### src/rtl/mem_pkg.sv
// Shared command encodings, bus widths and types for the two-port memory arbiter.
package mem_pkg;

    localparam int unsigned ADDR_W = 9;
    localparam int unsigned DATA_W = 16;
    localparam int unsigned CMD_W  = 2;

    // A command of 0 is not listed here and is therefore treated like MNONE.
    localparam logic [CMD_W-1:0] MREAD  = 2'd1;
    localparam logic [CMD_W-1:0] MNONE  = 2'd2;
    localparam logic [CMD_W-1:0] MWRITE = 2'd3;

    typedef enum logic [1:0] {
        ST_IDLE   = 2'd0,
        ST_ACCESS = 2'd1,
        ST_DONE   = 2'd2
    } state_e;

    typedef struct packed {
        logic [CMD_W-1:0]  cmd;
        logic [ADDR_W-1:0] addr;
        logic [DATA_W-1:0] wdata;
    } mem_req_t;

    function automatic logic cmd_valid(input logic [CMD_W-1:0] cmd);
        return (cmd == MREAD) || (cmd == MWRITE);
    endfunction

endpackage

### src/rtl/rr_arbiter2.sv
// Two-way winner select: a lone request wins outright, a tie goes to the
// requester named by ptr_i (0 -> requester 0, 1 -> requester 1).
module rr_arbiter2 (
    input  logic [1:0] req_i,
    input  logic       ptr_i,
    output logic [1:0] gnt_c_o
);

    always_comb begin
        gnt_c_o = req_i;
        if (&req_i) begin
            gnt_c_o = ptr_i ? 2'b10 : 2'b01;
        end
    end

endmodule

### src/rtl/mem_arbiter.sv
// Arbitrates two requesters onto one single-port RAM, one transaction per
// IDLE/ACCESS/DONE pass. Define MEM_ARB_RR_EN for round-robin ties; otherwise requester 0 always wins.
module mem_arbiter
    import mem_pkg::*;
(
    input  logic              clk,
    input  logic              reset,
    input  logic [CMD_W-1:0]  req0_cmd,
    input  logic [ADDR_W-1:0] req0_addr,
    input  logic [DATA_W-1:0] req0_wdata,
    output logic [DATA_W-1:0] req0_rdata,
    output logic              req0_ack,
    input  logic [CMD_W-1:0]  req1_cmd,
    input  logic [ADDR_W-1:0] req1_addr,
    input  logic [DATA_W-1:0] req1_wdata,
    output logic [DATA_W-1:0] req1_rdata,
    output logic              req1_ack,
    output logic [ADDR_W-1:0] ram_addr,
    output logic [DATA_W-1:0] ram_wdata,
    output logic              ram_we,
    input  logic [DATA_W-1:0] ram_rdata,
    output logic [1:0]        grant
);

    state_e            state_q, state_d;
    mem_req_t          txn_q, txn_d;
    mem_req_t          req0, req1;
    logic              owner_q, owner_d;
    logic [1:0]        grant_q, grant_d;
    logic              we_q, we_d;
    logic              ack0_q, ack0_d;
    logic              ack1_q, ack1_d;
    logic [DATA_W-1:0] rdata0_q, rdata0_d;
    logic [DATA_W-1:0] rdata1_q, rdata1_d;
    logic [1:0]        req_vld;
    logic [1:0]        arb_gnt;
    logic              ptr;
    logic              rd_bypass;

    assign req0    = '{cmd: req0_cmd, addr: req0_addr, wdata: req0_wdata};
    assign req1    = '{cmd: req1_cmd, addr: req1_addr, wdata: req1_wdata};
    assign req_vld = {cmd_valid(req1_cmd), cmd_valid(req0_cmd)};

    rr_arbiter2 u_arb (
        .req_i   (req_vld),
        .ptr_i   (ptr),
        .gnt_c_o (arb_gnt)
    );

`ifdef MEM_ARB_RR_EN
    logic ptr_q, ptr_d;

    // Tie priority passes to whichever requester was not just granted.
    always_comb begin
        ptr_d = ptr_q;
        if ((state_q == ST_IDLE) && (|req_vld)) begin
            ptr_d = ~arb_gnt[1];
        end
    end

    always_ff @(posedge clk) begin
        if (reset) begin
            ptr_q <= 1'b0;
        end else begin
            ptr_q <= ptr_d;
        end
    end

    assign ptr = ptr_q;
`else
    assign ptr = 1'b0;
`endif

    always_comb begin
        state_d  = state_q;
        txn_d    = txn_q;
        owner_d  = owner_q;
        grant_d  = 2'b00;
        we_d     = 1'b0;
        ack0_d   = 1'b0;
        ack1_d   = 1'b0;
        rdata0_d = rdata0_q;
        rdata1_d = rdata1_q;
        case (state_q)
            ST_IDLE: begin
                // Requests are captured only here; later changes by the requester are ignored.
                if (|req_vld) begin
                    state_d = ST_ACCESS;
                    owner_d = arb_gnt[1];
                    txn_d   = arb_gnt[1] ? req1 : req0;
                    grant_d = arb_gnt;
                    we_d    = (txn_d.cmd == MWRITE);
                end
            end
            ST_ACCESS: begin
                state_d = ST_DONE;
                ack0_d  = ~owner_q;
                ack1_d  = owner_q;
            end
            ST_DONE: begin
                state_d = ST_IDLE;
                if (txn_q.cmd == MREAD) begin
                    if (owner_q) begin
                        rdata1_d = ram_rdata;
                    end else begin
                        rdata0_d = ram_rdata;
                    end
                end
            end
            default: begin
                state_d = ST_IDLE;
            end
        endcase
    end

    always_ff @(posedge clk) begin
        if (reset) begin
            state_q  <= ST_IDLE;
            txn_q    <= '0;
            owner_q  <= 1'b0;
            grant_q  <= 2'b00;
            we_q     <= 1'b0;
            ack0_q   <= 1'b0;
            ack1_q   <= 1'b0;
            rdata0_q <= '0;
            rdata1_q <= '0;
        end else begin
            state_q  <= state_d;
            txn_q    <= txn_d;
            owner_q  <= owner_d;
            grant_q  <= grant_d;
            we_q     <= we_d;
            ack0_q   <= ack0_d;
            ack1_q   <= ack1_d;
            rdata0_q <= rdata0_d;
            rdata1_q <= rdata1_d;
        end
    end

    // RAM data only arrives in DONE, so the ack cycle forwards it while the register loads.
    assign rd_bypass  = (state_q == ST_DONE) && (txn_q.cmd == MREAD);
    assign req0_rdata = (rd_bypass && !owner_q) ? ram_rdata : rdata0_q;
    assign req1_rdata = (rd_bypass &&  owner_q) ? ram_rdata : rdata1_q;
    assign req0_ack   = ack0_q;
    assign req1_ack   = ack1_q;
    assign ram_addr   = txn_q.addr;
    assign ram_wdata  = txn_q.wdata;
    assign ram_we     = we_q & ~reset;
    assign grant      = grant_q;

    a_single_ack: assert property (@(posedge clk) disable iff (reset)
        !(ack0_q && ack1_q));
    a_grant_access: assert property (@(posedge clk) disable iff (reset)
        (state_q != ST_ACCESS) |-> (grant_q == 2'b00));
    a_we_access: assert property (@(posedge clk) disable iff (reset)
        (state_q != ST_ACCESS) |-> !we_q);

endmodule

### config.mk
export PLATFORM = sky130hd
export DESIGN_NAME = mem_arbiter
export DESIGN_NICKNAME = d
export VERILOG_FILES = /design/src/rtl/mem_pkg.sv /design/src/rtl/rr_arbiter2.sv /design/src/rtl/mem_arbiter.sv
export SDC_FILE = /design/constraint.sdc
export NUM_CORES = 1
export LEC_CHECK = 0
export CAP_MARGIN = 0
export CORE_MARGIN = 2
export CORE_UTILIZATION = 35
export CTS_CLUSTER_DIAMETER = 200
export DETAILED_ROUTE_END_ITERATION = 8
export PLACE_DENSITY = 0.79
export SLEW_MARGIN = 5
export SYNTH_ARGS = -nofsm -noshare
export SYNTH_HDL_FRONTEND = slang
export SYNTH_HIERARCHICAL = 1
export SYNTH_SLANG_ARGS = --single-unit
### constraint.sdc
create_clock -name clk -period 3.05 [get_ports clk]
set_clock_uncertainty 0.1 [all_clocks]
set_input_delay 0.7625 -clock clk [delete_from_list [all_inputs] [get_ports clk]]
set_output_delay 0.7625 -clock clk [all_outputs]
set_load 0.05 [all_outputs]
==> reports/results.txt <==
status -> finished clean
Lkg Pwr -> 0.00199 uW
CTS tree -> yes
Antenna Cells -> 0
RSZ-0062 raised after global routing -> no
Placer Congestion -> 0.744
Cell Pwr Density -> 437 nW/um^2
Tmin final -> 2940 ps
CP Launch Type -> flip-flop
Overflow after GRT -> 0
switching share of power -> 28.0%
clock-pin slew on the worst setup and hold paths -> 70 ps
hold slack final -> 361 ps
TritonCTS buffer count -> 9
die area -> 9980 um^2
Hold Fails Final Rpt -> 0
Final Max Slew Viols -> 0
Syn Inst Count -> 307
critical path class -> reg2out
post-CTS setup buffers -> 0
post-route DRC violation count -> 0
Pint -> 1510 uW
via/cell ratio -> 4.91
Port Buf Inserts -> 133
wire per inst -> 14.8 um
chip width -> 99.9 um
initial antenna violation count -> 0
largest net degree at the start of global routing -> 49
worst min path class -> reg2reg
CTS Hold Buffers Added -> 0
Root Buffer -> clkbuf_8
fmax -> 0.340 GHz
post-synthesis sequential area ratio -> 41.7%
Rows -> 34
post-cts resize count -> 0
Worst-Skew Late Latency -> 330 ps
core area -> 8810 um^2
syn avg cell area -> 10.5 um^2
DRT Pass-1 Iters -> 4
antenna-violating nets left -> 0
Mapped Area -> 3220 um^2
Yosys reg bits -> 67
Worst EP required -> 2190 ps
total chip power -> 2100 uW
Comb power frac -> 21.6%
largest fanout on the critical path -> 12
number of global-route vias before repair -> 2,688
Clk pwr share -> 33.2%
Synth Warn # -> 6
hpwl dp -> 5780 um
transition time of the tightest slew-check pin -> 528 ps
setup TNS -> 0 ps
CP arrival -> 2080 ps
Cell Count, Final, Fillers Out -> 524
max_slew headroom -> 64.7%
DRT iter0 DRCs -> 29
Clock Tree Buf Depth -> 2
synth unique cells -> 28
VDD IR max -> 255 uV
GRT Util Overall -> 16.4%
most common cell after layout, fill and taps aside -> clkdlybuf4s50_1
via count -> 2,572
global-route wire length before repair -> 13,000 um
Max Cap Viol -> 0
Seq pwr share -> 45.2%
final setup fails -> 0
DRT Wirelength -> 7760 um
Starting Density -> 36.6%
post-layout net count -> 485
Cells after DPL -> 510
share of cells above drive strength 1 -> 22.4%
Worst setup EP type -> output pin
chip height -> 99.9 um
Tcrit/Tclk final -> 96.6%
area grow syn2layout -> 49.2%
commonest cells after routing, fill and taps aside -> clkdlybuf4s50_1, dfxtp_1, mux2i_1, nand2_1, mux2_2
H-tree levels -> 3
NetSw -> 587 uW
Ports -> 134
Clock Sinks -> 67
-- logic make-up (layout without fill, tap and decap cells) --
group,Yosys count,count (layout),share of synthesized area [%]
AOI/OAI and AO/OA,33,33,8.78
DFF,67,67,41.7
muxes,90,90,29.7
other,1,2,0.116
and+or+nand+nor,64,64,9.25
buffers and inverters,52,160,10.5
-- final cells by class --
cell class              count  area, um^2
clock buffers              11         141
clock inverters             3        40.0
inverters                   3        11.3
multi-input cells         189        1570
flip-flops and latches     67        1340
well taps                 108         135
repair buffers            143        1560
fillers                   755        4000
-- registers in the layout, indices dropped and copies added (netlist names) --
name       cells
ram_wdata     16
rdata0_q      16
rdata1_q      16
ram_addr       9
grant          2
state_q        2
txn_q          2
owner_q        1
req0_ack       1
req1_ack       1
we_q           1
-- metrics by stage --
step           setup slack (ps)  util (%)  area (um^2)
6_report                    105      54.5         4800
5_1_grt                    2.89      54.5         4800
3_3_place_gp                458      52.5         4620
2_1_floorplan               464         -         3220
4_1_cts                    86.4      54.5         4800
3_5_place_dp                462      52.5         4620
-- worst max-delay path, cell delays in order (launching register included) --
cell and delay, ps:
dfxtp_1 380, nand2_2 120, or4b_1 510, buf_4 240, mux2_4 310, buf_4 190
-- per-layer routing --
layer | routed length, um | share of wire [%] | global-route usage, %
met1 | 3110 | 40 | 18.1
met2 | 3700 | 48 | 28.1
met3 | 824 | 11 | 7.31
met4 | 125 | 1.6 | 5.48
met5 | 0 | 0 | 0
-- synthesized netlist by cell type --
cell,n,area share (%)
a21boi_1,2,0.47
a21oi_1,1,0.16
a22o_1,1,0.27
a32oi_1,1,0.27
and2_1,3,0.58
and3_1,1,0.19
buf_1,5,0.58
buf_2,3,0.47
buf_4,25,5.8
buf_6,6,2.1
clkbuf_1,10,1.2
conb_1,1,0.12
dfxtp_1,67,42
inv_1,3,0.35
mux2_2,28,9.8
mux2_4,4,1.9
mux2i_1,58,18
nand2_1,48,5.6
nand2_2,1,0.19
nor2_1,3,0.35
nor2b_1,3,0.58
nor4_2,1,0.39
nor4b_2,1,0.47
o2bb2ai_1,27,7.3
o31a_1,1,0.27
or4_1,1,0.23
or4_4,1,0.35
or4b_1,1,0.31
-- path summary, 6_finish.rpt --
| check | start | end | slack (ps) | cells after the start |
|---|---|---|---|---|
| worst min-delay path | rdata1_q[11] | rdata1_q[11] | 360 | 2 |
| worst max-delay path | state_q[1] | req1_rdata[11] | 110 | 5 |
| worst max register to register | state_q[0] | owner_q | 1420 | 4 |
| worst min register to register | rdata1_q[11] | rdata1_q[11] | 360 | 2 |
-- power by group through the flow --
stage               combinational, uW  clock, uW  sequential (uW)
CTS                               456        726              948
global route                      481        772              954
detailed placement                455          0              966
floorplan                         289          0              964
global placement                  448          0              966
finish                            452        697              949
No activity file was read; power rests on OpenSTA's default activity.
